--- src/rtl/fpu_rq_pkg.sv ---
// Shared types and helpers for the FPU result queue.
// Exception bit positions, unit codes, the queued entry layout and the unit encoder.
package fpu_rq_pkg;

    localparam int EXC_NV = 4;
    localparam int EXC_DZ = 3;
    localparam int EXC_OF = 2;
    localparam int EXC_UF = 1;
    localparam int EXC_NX = 0;

    localparam int NUM_UNITS = 11;

    localparam logic [3:0] UNIT_FCLASS  = 4'd0;
    localparam logic [3:0] UNIT_SGN_INJ = 4'd1;
    localparam logic [3:0] UNIT_CMP     = 4'd2;
    localparam logic [3:0] UNIT_MIN_MAX = 4'd3;
    localparam logic [3:0] UNIT_I2F     = 4'd4;
    localparam logic [3:0] UNIT_F2I     = 4'd5;
    localparam logic [3:0] UNIT_ADD_SUB = 4'd6;
    localparam logic [3:0] UNIT_MUL     = 4'd7;
    localparam logic [3:0] UNIT_FMA     = 4'd8;
    localparam logic [3:0] UNIT_DIV     = 4'd9;
    localparam logic [3:0] UNIT_SQRT    = 4'd10;
    localparam logic [3:0] UNIT_ILLEGAL = 4'd15;

    typedef struct packed {
        logic [3:0]  unit;
        logic [4:0]  exc;
        logic [31:0] data;
    } rq_entry_t;

    // Highest set bit wins; an all-zero vector encodes as fclass.
    function automatic logic [3:0] enc_unit(input logic [NUM_UNITS-1:0] v);
        logic [3:0] r;
        r = UNIT_FCLASS;
        for (int i = 0; i < NUM_UNITS; i++) begin
            if (v[i]) r = 4'(i);
        end
        return r;
    endfunction

endpackage

--- src/rtl/fpu_rq_fifo.sv ---
// Synchronous FIFO of result entries; a full FIFO still accepts a push when a pop
// frees the slot in the same cycle, and a pop on an empty FIFO is ignored.
module fpu_rq_fifo
    import fpu_rq_pkg::*;
#(
    parameter int DEPTH = 4,
    parameter int CNT_W = $clog2(DEPTH) + 1
) (
    input  logic             clk,
    input  logic             rst_l,
    input  logic             i_push,
    input  logic             i_pop,
    input  rq_entry_t        i_data,
    output rq_entry_t        o_head,
    output logic             o_empty,
    output logic             o_full,
    output logic [CNT_W-1:0] o_count,
    output logic             o_push_ok,
    output logic             o_drop,
    output logic             o_empty_next
);

    localparam int PTR_W = $clog2(DEPTH);

    rq_entry_t        r_mem [DEPTH];
    logic [PTR_W-1:0] r_wr_ptr;
    logic [PTR_W-1:0] r_rd_ptr;
    logic [CNT_W-1:0] r_count;

    logic             w_empty;
    logic             w_full;
    logic             w_pop_ok;
    logic             w_push_ok;
    logic [CNT_W-1:0] w_count_next;

    assign w_empty   = (r_count == '0);
    assign w_full    = (r_count == CNT_W'(DEPTH));
    assign w_pop_ok  = i_pop & ~w_empty;
    assign w_push_ok = i_push & (~w_full | w_pop_ok);

    always_comb begin
        w_count_next = r_count;
        case ({w_push_ok, w_pop_ok})
            2'b10:   w_count_next = r_count + 1'b1;
            2'b01:   w_count_next = r_count - 1'b1;
            default: w_count_next = r_count;
        endcase
    end

    always_ff @(posedge clk or negedge rst_l) begin
        if (!rst_l) begin
            r_wr_ptr <= '0;
            r_rd_ptr <= '0;
            r_count  <= '0;
        end else begin
            if (w_push_ok) r_wr_ptr <= r_wr_ptr + 1'b1;
            if (w_pop_ok)  r_rd_ptr <= r_rd_ptr + 1'b1;
            r_count <= w_count_next;
        end
    end

    // Storage needs no reset: nothing is visible until the count says so.
    always_ff @(posedge clk) begin
        if (w_push_ok) r_mem[r_wr_ptr] <= i_data;
    end

    assign o_head       = w_empty ? '0 : r_mem[r_rd_ptr];
    assign o_empty      = w_empty;
    assign o_full       = w_full;
    assign o_count      = r_count;
    assign o_push_ok    = w_push_ok;
    assign o_drop       = i_push & ~w_push_ok;
    assign o_empty_next = (w_count_next == '0);

endmodule

--- src/rtl/fpu_result_queue.sv ---
// Captures completed FPU results into a FIFO for firmware, keeping sticky accrued
// exception flags, a drop overflow flag and a level interrupt.
module fpu_result_queue
    import fpu_rq_pkg::*;
#(
    parameter int DEPTH = 4,
    parameter int CNT_W = $clog2(DEPTH) + 1
) (
    input  logic                 clk,
    input  logic                 rst_l,
    input  logic [NUM_UNITS-1:0] res_valid,
    input  logic [31:0]          res_data,
    input  logic [4:0]           res_exc,
    input  logic                 illegal_op,
    input  logic                 pop,
    input  logic                 clr_flags,
    input  logic [1:0]           irq_en,
    output logic [31:0]          head_data,
    output logic [4:0]           head_exc,
    output logic [3:0]           head_unit,
    output logic                 q_empty,
    output logic                 q_full,
    output logic [CNT_W-1:0]     q_count,
    output logic [4:0]           fflags,
    output logic                 overflow,
    output logic                 irq
);

    logic      w_any_v;
    logic      r_any_v_q;
    logic      w_push;
    rq_entry_t w_entry;
    rq_entry_t w_head;
    logic      w_push_ok;
    logic      w_drop;
    logic      w_empty_next;
    logic [4:0] w_fflags_next;
    logic      w_ovf_next;
    logic [4:0] r_fflags;
    logic      r_ovf;
    logic      r_irq;

    // Rising edge only, so a result held valid for several cycles lands once.
    assign w_any_v = (|res_valid) | illegal_op;
    assign w_push  = w_any_v & ~r_any_v_q;

    always_comb begin
        w_entry      = '0;
        w_entry.unit = enc_unit(res_valid);
        w_entry.exc  = res_exc;
        w_entry.data = res_data;
        if (illegal_op) begin
            w_entry             = '0;
            w_entry.unit        = UNIT_ILLEGAL;
            w_entry.exc[EXC_NV] = 1'b1;
        end
    end

    fpu_rq_fifo #(
        .DEPTH (DEPTH),
        .CNT_W (CNT_W)
    ) u_fifo (
        .clk          (clk),
        .rst_l        (rst_l),
        .i_push       (w_push),
        .i_pop        (pop),
        .i_data       (w_entry),
        .o_head       (w_head),
        .o_empty      (q_empty),
        .o_full       (q_full),
        .o_count      (q_count),
        .o_push_ok    (w_push_ok),
        .o_drop       (w_drop),
        .o_empty_next (w_empty_next)
    );

    // A clear coinciding with new information keeps the new information.
    always_comb begin
        w_fflags_next = clr_flags ? 5'b0 : r_fflags;
        if (w_push_ok) w_fflags_next = w_fflags_next | w_entry.exc;
        w_ovf_next = w_drop | (r_ovf & ~clr_flags);
    end

    always_ff @(posedge clk or negedge rst_l) begin
        if (!rst_l) begin
            r_any_v_q <= 1'b0;
            r_fflags  <= '0;
            r_ovf     <= 1'b0;
            r_irq     <= 1'b0;
        end else begin
            r_any_v_q <= w_any_v;
            r_fflags  <= w_fflags_next;
            r_ovf     <= w_ovf_next;
            r_irq     <= (irq_en[0] & ~w_empty_next) |
                         (irq_en[1] & ((|w_fflags_next) | w_ovf_next));
        end
    end

    assign head_data = w_head.data;
    assign head_exc  = w_head.exc;
    assign head_unit = w_head.unit;
    assign fflags    = r_fflags;
    assign overflow  = r_ovf;
    assign irq       = r_irq;

endmodule

--- config.mk ---
export PLATFORM = sky130hd
export DESIGN_NAME = fpu_result_queue
export DESIGN_NICKNAME = d
export VERILOG_FILES = /design/src/rtl/fpu_rq_pkg.sv /design/src/rtl/fpu_rq_fifo.sv /design/src/rtl/fpu_result_queue.sv
export SDC_FILE = /design/constraint.sdc
export NUM_CORES = 1
export LEC_CHECK = 0
export BUFFER_PORTS_ARGS = -buffer_cell sky130_fd_sc_hd__buf_4
export CORE_ASPECT_RATIO = 0.8
export CORE_MARGIN = 2
export CORE_UTILIZATION = 51
export DETAILED_ROUTE_END_ITERATION = 6
export PLACE_DENSITY = 0.75
export SLEW_MARGIN = 20
export SYNTH_ARGS = -nofsm -noshare
export SYNTH_HDL_FRONTEND = slang
export SYNTH_SLANG_ARGS = --single-unit
--- constraint.sdc ---
create_clock -name clk -period 2.6 [get_ports clk]
set_input_delay 0.39 -clock clk [delete_from_list [all_inputs] [get_ports clk]]
set_output_delay 0.39 -clock clk [all_outputs]
set_load 0.02 [all_outputs]
# Word level (Yosys, flattened, before mapping)
# Memory sizes are Yosys's and may differ from the RTL's.
# Index checks and enable logic that the tools add are counted.
[totals] in_bits=55 wordCells=55 n_memories=1 ramBits=164 romBits=0 register_bits=15 latch_bits=0 output_inout_bits=53
[classes] bitwise_logic=19 n_mux=17 add_sub_neg=4 shift=0 n_div=0 eq_ne=3 multipliers=0 n_lt_le_gt_ge=0 reduce_logical=4
[mem_list] name="u_fifo.r_mem" words=4 word_bits=41 read_ports=1 rd_clocked_by_memory_dff=0 wr=1 line="fpu_rq_fifo.sv:25" rtl="rq_entry_t r_mem [DEPTH];"
[op_table] operator="two-way mux 41 bit" n=2
[op_table] operator="two-way mux 4 bit" n=8
[op_table] operator="OR reduction 11 bit" n=1
[op_table] operator="two-way mux 5 bit" n=2
[op_table] operator="bitwise AND 1 bit" n=7
[op_table] operator="logical NOT 3 bit" n=2
[op_table] operator="inverter 1 bit" n=6
[op_table] operator="one-hot mux 3 bit (2 select lines)" n=1
[op_table] operator="bitwise OR 1 bit" n=5
[op_table] operator="bitwise OR 5 bit" n=1
[op_table] operator="OR reduction 5 bit" n=1
[op_table] operator="adder 2 x 1 -> 2 bit (second input constant)" n=2
[op_table] operator="adder 3 x 1 -> 3 bit (second input constant)" n=1
[op_table] operator="equality test 3 bit (second input constant)" n=1
[op_table] operator="two-way mux 1 bit" n=3
[op_table] operator="subtractor 3 x 1 -> 3 bit (second input constant)" n=1
[op_table] operator="equality test 2 x 1 -> 1 bit (second input constant)" n=1
[op_table] operator="equality test 2 bit (second input constant)" n=1
[op_table] operator="two-way mux 2 bit" n=1

# Depth between registers and ports, before layout
# Gate-level depths: netlist of the first run.
[depth] word_depth=17 depth_mapped=9 ltp_nobuf=8

# Hierarchy
# A second synthesis of the first run with hierarchy kept.
[unflattened] cells_unflattened=385 hier_area_um2=7325.8
[by_module_without_submodules] mod="fpu_rq_fifo" instances=1 area_per_inst_um2=6671.4 cells_per_inst=304 seq_area_each_um2=5099.9
[by_module_without_submodules] mod="fpu_result_queue" instances=1 area_per_inst_um2=654.4 cells_per_inst=81 seq_area_each_um2=200.2

# Least setup slack after synthesis of the first run
# OpenSTA, ideal clock, no wires.
[synth_path] kind="flip-flop to flip-flop" start="register u_fifo.r_count[1], in the netlist u_fifo.o_count[1]" end="register r_irq, in the netlist irq" required_ns=2.465 path_buffers=1 setup_time_ns=0.135 period_less_slack_ns=2.665 stages_incl_launch_ff=10 path_slack_ns=-0.065 arrival_time_ns=2.529 path_cell_list="dfrtp_1 or3_1 clkbuf_1 nand2_1 nor2_1 fa_1 xor2_1 or4b_1 a221oi_2 o21ai_1"
[synth_via] elab_chain_cells=11 elab_cells_between_ends=23 classes_between="add/sub (2); eq/ne (3); mux (2); bitwise (13); reduce/logical (3)"
[synth_rtl] item="from (decl)" line="fpu_rq_fifo.sv:28" rtl="logic [CNT_W-1:0] r_count;"
[synth_rtl] item="from (signal assigned)" line="fpu_rq_fifo.sv:58" rtl="r_count <= w_count_next;"
[synth_rtl] item="logical NOT 3 bit" line="fpu_rq_fifo.sv:36" rtl="assign w_empty = (r_count == '0);"
[synth_rtl] item="inverter 1 bit" line="fpu_rq_fifo.sv:38" rtl="assign w_pop_ok = i_pop & ~w_empty;"
[synth_rtl] item="bitwise AND 1 bit" line="fpu_rq_fifo.sv:38"
[synth_rtl] item="bitwise OR 1 bit" line="fpu_rq_fifo.sv:39" rtl="assign w_push_ok = i_push & (~w_full | w_pop_ok);"
[synth_rtl] item="bitwise AND 1 bit" line="fpu_rq_fifo.sv:39"
[synth_rtl] item="equality test 2 x 1 -> 1 bit, or another cell as far along" line="fpu_rq_fifo.sv:43" rtl="case ({w_push_ok, w_pop_ok})"
[synth_rtl] item="one-hot mux 3 bit (2 select lines) or bitwise AND 1 bit (tied branches)" line="fpu_rq_fifo.sv:43, fpu_rq_fifo.sv:72"
[synth_rtl] item="logical NOT 3 bit or bitwise OR 1 bit (tied branches)" line="fpu_rq_fifo.sv:73, fpu_result_queue.sv:81"
[synth_rtl] item="inverter 1 bit or bitwise OR 1 bit (tied branches)" line="fpu_result_queue.sv:94, fpu_result_queue.sv:95"
[synth_rtl] item="bitwise AND 1 bit, on equally long branches" line="fpu_result_queue.sv:94, fpu_result_queue.sv:95"
[synth_rtl] item="bitwise OR 1 bit (*)" line="fpu_result_queue.sv:94" rtl="r_irq <= (irq_en[0] & ~w_empty_next) |"
[synth_rtl] item="to (signal assigned)" line="fpu_result_queue.sv:94"
[synth_rtl] item="to (decl)" line="fpu_result_queue.sv:41" rtl="logic r_irq;"
# Mark *: on every way between the ends. The rest lies on a longest branch, timed or not.
# A chain may end at the register's enable or synchronous reset.

# Worst setup path after layout of the first run
[layout_path] start="register u_fifo.r_count[2], in the netlist u_fifo.o_count[2]" end="register r_irq, in the netlist irq"
# Same word-level chain as after synthesis.

==> results of run 1 <==
-- stage by stage --
stage / hold slack, ps / power, mW
2_1_floorplan: 94.4 / 5.31
3_3_place_gp: 257 / 6.44
3_5_place_dp: 263 / 6.49
4_1_cts: 271 / 9.05
5_1_grt: 282 / 9.39
6_report: 283 / 9.01
-- power by group --
group / internal, mW / switching [mW] / leakage [nW]
registers: 3.19 / 0.0661 / 1.68
logic: 1.59 / 1.60 / 1.30
clock network: 1.45 / 1.12 / 0.286
total: 6.23 / 2.78 / 3.26
-- worst max-delay path, stage by stage (launching register included) --
cell and delay, ps:
dfrtp_2 400, or3_1 410, nand2_2 130, nor2_4 40, fa_2 390, xor2_1 170
or4b_1 490, a221oi_2 220, o21ai_1 100
-- placed cells by master, fill, tap and decap left out, types with 3 or more instances in the layout --
master and instances:
o21ai_0 4, ha_1 4, nor2_1 7, edfxtp_1 164
nor3_1 6, nor2b_1 39, dfrtp_1 10, inv_8 4
and2_1 42, a21oi_1 3, dfrtp_2 4, and3_4 4
nor4_4 3, a22o_1 5, clkbuf_16 17, mux4_2 41
xnor2_1 3, buf_4 121, inv_1 10, nand3_1 7
clkinvlp_4 3, inv_6 4
-- cell families after synthesis --
family                     Yosys count  synth area share (%)
DFF                                179                  70.9
and+or+nand+nor                    120                  10.2
muxes                               41                  12.4
buffers and inverters               34                  2.03
AOI/OAI and AO/OA                   29                  3.16
adders and majority gates            5                 0.937
xor gates and xnor gates             4                 0.469
-- cell type report --
cell class | instances | area (sq um)
flip-flops and latches | 179 | 5310
clock buffers | 17 | 425
repair buffers | 125 | 970
well taps | 184 | 230
fillers | 994 | 5100
multi-input cells | 199 | 2060
clock inverters | 15 | 171
inverters | 10 | 37.5
-- what timing repair did --
item,in CTS,in global routing
buffers inserted,0,4
endpoints found under the hold margin,15,0
hold buffers,1,0
pin swaps,0,1
endpoints found under the setup margin,2,16
resized for setup,1,0
-- flip-flops by register name, indices dropped and copies added (netlist names) --
signal,count
overflow,1
u_fifo.r_wr_ptr,2
u_fifo.r_mem,164
r_any_v_q,1
fflags,5
irq,1
u_fifo.r_rd_ptr,2
u_fifo.o_count,3
-- final timing paths --
path,slack [ps],end,start,cells after the start
worst min-delay path,280,irq,irq_en[1],3
max in group asynchronous,2030,u_fifo.r_rd_ptr[0],rst_l,2
worst max-delay path,110,irq,u_fifo.o_count[2],8
worst max register to register,110,irq,u_fifo.o_count[2],8
worst min register to register,540,fflags[1],fflags[1],1
min in group asynchronous,350,u_fifo.o_count[1],rst_l,2
-- per-layer routing --
layer / vias to the layer above / GRT usage (%) / share of wire (%)
li1: 1841 / - / -
met1: 2111 / 27.4 / 45
met2: 118 / 31.5 / 50
met3: 10 / 4.78 / 4.7
met4: 0 / 5.72 / 0.69
met5: - / 0 / 0
==> results.sh, run 1 <==
export IMPL_setup_slack_ps=115
export IMPL_io_pins=108
export IMPL_setup_violations=0
export IMPL_layout_min_cycle_time_ps=2490
export IMPL_rows=39
export IMPL_cts_sinks=179
export IMPL_synth_cells=412
export IMPL_grt_max_degree=45
export IMPL_hold_viol=0
export IMPL_via_per_inst=5.60
export IMPL_fin_worst_skew_ps=11.9
export IMPL_synth_top_cell_area_share_pct=65.9
export IMPL_dieArea_sq_mm=0.0156
export IMPL_max_freq_mhz=402
export IMPL_dr_pass1_iters=4
export IMPL_place_ws_ps=-15.7
export IMPL_yosysTopAreaCell="edfxtp_1"
export IMPL_die_height_microns=112
export IMPL_nNetsFinal=592
export IMPL_synth_flop_cell="edfxtp_1"
export IMPL_antenna_found_initial=0
export IMPL_outcome="finished clean"
export IMPL_critPathArrivalTime_ps=2780
export IMPL_dpl_hpwl_mm=8.86
export IMPL_worstPathMaxFanout=4
export IMPL_maxCapViolCount=0
export IMPL_final_area_sq_mm=0.00920
export IMPL_numCtsBuffers=17
export IMPL_diodes=0
export IMPL_start_kind="flip-flop"
export IMPL_ir_drop_mv=0.625
export IMPL_wl_per_cell_microns=20.1
export IMPL_hold_class="in -> reg"
export IMPL_clk_path_buf_depth=2
export IMPL_max_slew_margin_rel_pct=47.2
export IMPL_placed_area_sq_mm=0.00854
export IMPL_die_w_microns=139
export IMPL_synth_area_leaders="edfxtp_1 (66%), mux4_2 (12%), dfrtp_1 (5.0%)"
export IMPL_ant_nets=0
export IMPL_end_kind="flip-flop"
export IMPL_worstSkewPairLatency_ps=430
export IMPL_tns_ps=0
export IMPL_initial_core_util_pct=52.3
export IMPL_layout_cells_non_filler=729
export IMPL_placed_cells=692
export IMPL_grt_use_total_pct=19.7
export IMPL_p_per_area_mw_per_mm2=980
export IMPL_gp_congestion=0.835
export IMPL_core_sq_mm=0.0143
export IMPL_clkTransAtPathRegs_ps=70
export IMPL_synthArstFlopShare_pct=8.38
export IMPL_area_growth_pct=23.1
export IMPL_slew_violations=0
export IMPL_worstSetupPathType="reg -> reg"
export IMPL_grt_pass1_vias=4248
export IMPL_syn_area_per_cell_sq_um=18.1
export IMPL_tightest_slew_ps=782
export IMPL_cts_tree="yes"
export IMPL_root_buffer="clkbuf_16"
export IMPL_layout_drive_gt1_share_pct=39.4
export IMPL_drt_iter0_markers=248
export IMPL_fin_crit_sh_pct=95.6
export IMPL_grt_pass1_wl_mm=23.0
export IMPL_yosys_warnings=0
export IMPL_synth_common_cells="edfxtp_1 (164), and2_1 (42), mux4_2 (41)"
export IMPL_wl_mm=14.7
export IMPL_grt_overflow=0
export IMPL_yosysUniqueCellTypes=42
export IMPL_rsz0062_at_grt="false"
export IMPL_cp_required_ps=2900
export IMPL_synth_edf_count=164
export IMPL_port_buffers=107
export IMPL_vias=4080
export IMPL_synth_ff_latch_count=179
export IMPL_h_tree_depth=4
export IMPL_synth_yosys_seq_area_share_pct=70.9
export IMPL_leakage_nw=3.26
export IMPL_synth_most_common_cell="edfxtp_1"
export IMPL_drc=0
export IMPL_postLayoutCoreUtil_pct=64.3
export IMPL_syn_cell_area_sq_mm=0.00748
export IMPL_syn_nets=472
Power figures use the tool's default switching activity.
==> inputs of run 2 (changes only) <==
--- a/config.mk
+++ b/config.mk
@@ -11,6 +11,7 @@
 export CORE_UTILIZATION = 51
 export DETAILED_ROUTE_END_ITERATION = 6
 export PLACE_DENSITY = 0.75
+export RECOVER_POWER = 100
 export SLEW_MARGIN = 20
 export SYNTH_ARGS = -nofsm -noshare
 export SYNTH_HDL_FRONTEND = slang
==> results.sh, run 2 (synthesized netlist as in run 1, its figures left out) <==
export IMPL_critPathArrivalTime_ps=2120
export IMPL_maxCapViolCount=1
export IMPL_slew_violations=40
export IMPL_dieArea_sq_mm=0.0156
export IMPL_initial_core_util_pct=52.3
export IMPL_setup_violations=0
export IMPL_power_mw=8.90
export IMPL_io_pins=108
export IMPL_worstSkewPairLatency_ps=420
export IMPL_worstPathMaxFanout=33
export IMPL_route_met2_wl_mm=7.26
export IMPL_port_buffers=107
export IMPL_area_growth_pct=21.4
export IMPL_drt_iter0_markers=283
export IMPL_tightest_slew_ps=2100
export IMPL_antenna_found_initial=0
export IMPL_largest_register="u_fifo.r_mem"
export IMPL_violations="max-capacitance violations, max-slew violations"
export IMPL_nNetsFinal=592
export IMPL_diodes=0
export IMPL_die_height_microns=112
export IMPL_hold_viol=0
export IMPL_drc=0
export IMPL_grt_max_degree=45
export IMPL_end_kind="primary output"
export IMPL_largest_register_ffs=164
export IMPL_die_w_microns=139
export IMPL_vias=4103
export IMPL_clk_path_buf_depth=2
export IMPL_numCtsBuffers=17
export IMPL_wl_per_cell_microns=20.0
export IMPL_wl_mm=14.6
export IMPL_clkTransAtPathRegs_ps=70
export IMPL_grt_use_total_pct=19.7
export IMPL_grt_overflow=0
export IMPL_root_buffer="clkbuf_16"
export IMPL_gp_congestion=0.835
export IMPL_layout_drive_gt1_share_pct=35.4
export IMPL_max_freq_mhz=398
export IMPL_multi_input_area_sq_mm=0.00201
export IMPL_layout_cells_non_filler=729
export IMPL_cp_required_ps=2210
export IMPL_layout_min_cycle_time_ps=2510
export IMPL_core_sq_mm=0.0143
export IMPL_max_slew_margin_rel_pct=-40.2
export IMPL_fill_cells=1019
export IMPL_leakage_nw=3.17
export IMPL_layout_common_cells="edfxtp_1 (164), buf_4 (100), mux4_2 (41)"
export IMPL_outcome="finished with violations"
export IMPL_top_layer="met4"
export IMPL_dpl_hpwl_mm=8.86
export IMPL_mostFrequentLayoutCell="edfxtp_1"
export IMPL_fin_worst_skew_ps=11.2
export IMPL_hold_class="in -> reg"
export IMPL_worstSetupPathType="reg -> out"
export IMPL_regArea_sq_mm=0.00531
export IMPL_ir_drop_mv=0.624
export IMPL_cts_tree="yes"
export IMPL_grt_pass1_vias=4248
export IMPL_fin_crit_sh_pct=96.5
export IMPL_rsz0062_at_grt="false"
export IMPL_start_kind="flip-flop"
export IMPL_via_per_inst=5.63
export IMPL_dr_pass1_iters=4
export IMPL_grt_pass1_wl_mm=23.0
export IMPL_cts_sinks=179
export IMPL_rows=39
export IMPL_met1_length_mm=6.43
export IMPL_tns_ps=0
export IMPL_wl_met3_microns=826
export IMPL_placed_cells=692
export IMPL_p_per_area_mw_per_mm2=981
export IMPL_h_tree_depth=4
export IMPL_ant_nets=0
## run 2: report_power, final
group          switching, mW  total (mW)  internal (mW)
registers             0.0644        3.26           3.19
clock network           1.12        2.56           1.45
logic                   1.59        3.08           1.48
## run 2: layer usage
metal / GRT usage [%] / vias up
met5: 0 / -
met4: 5.72 / 0
met3: 4.78 / 10
met2: 31.5 / 131
met1: 27.4 / 2119
li1: - / 1843
## run 2: per-stage QoR
| stage | utilization (%) | hold WS [ps] | worst slack [ps] | area (sq um) |
|---|---|---|---|---|
| after CTS | 64.0 | 271 | 30.5 | 9160 |
| after global routing | 63.5 | 282 | 17.0 | 9070 |
| after floorplan | - | 94.4 | 9.61 | 7500 |
| after global placement | 59.8 | 257 | 47.8 | 8540 |
| after detailed placement | 59.8 | 263 | -15.7 | 8540 |
| final | 63.5 | 289 | 90.4 | 9070 |
## run 2: worst paths after layout
| path | startpoint | endpoint | slack, ps | cells after the start |
|---|---|---|---|---|
| min in group asynchronous | rst_l | u_fifo.o_count[1] | 580 | 2 |
| setup reg to reg | u_fifo.o_count[2] | irq | 110 | 8 |
| hold reg to reg | fflags[0] | fflags[0] | 550 | 1 |
| setup / recovery | u_fifo.r_rd_ptr[1] | head_exc[4] | 90 | 4 |
| max in group asynchronous | rst_l | u_fifo.r_rd_ptr[0] | 1390 | 2 |
| hold / removal | irq_en[1] | irq | 290 | 3 |
## run 2: layout make-up
class                           instances  area share (%)
Multi-Input combinational cell        199            22.2
Timing Repair Buffer                  125            9.83
Clock buffer                           17            4.69
Inverter                               10           0.414
Sequential cell                       179            58.5
Clock inverter                         15            1.89
Tap cell                              184            2.54
## run 2: timing repair
item / 4_1_cts / 5_1_grt
setup endpoints to repair: 2 / 16
gates resized for setup: 1 / 0
cloned: 0 / 0
hold buffers: 1 / 0
pin swaps: 0 / 1
setup buffers: 0 / 4
endpoints found under the hold margin: 15 / 0
## run 2: worst max-delay path, cell delays in order (launching register included)
cell	delay [ps]
dfrtp_1	660
buf_12	300
mux4_2	360
and2_1	210
buf_4	160
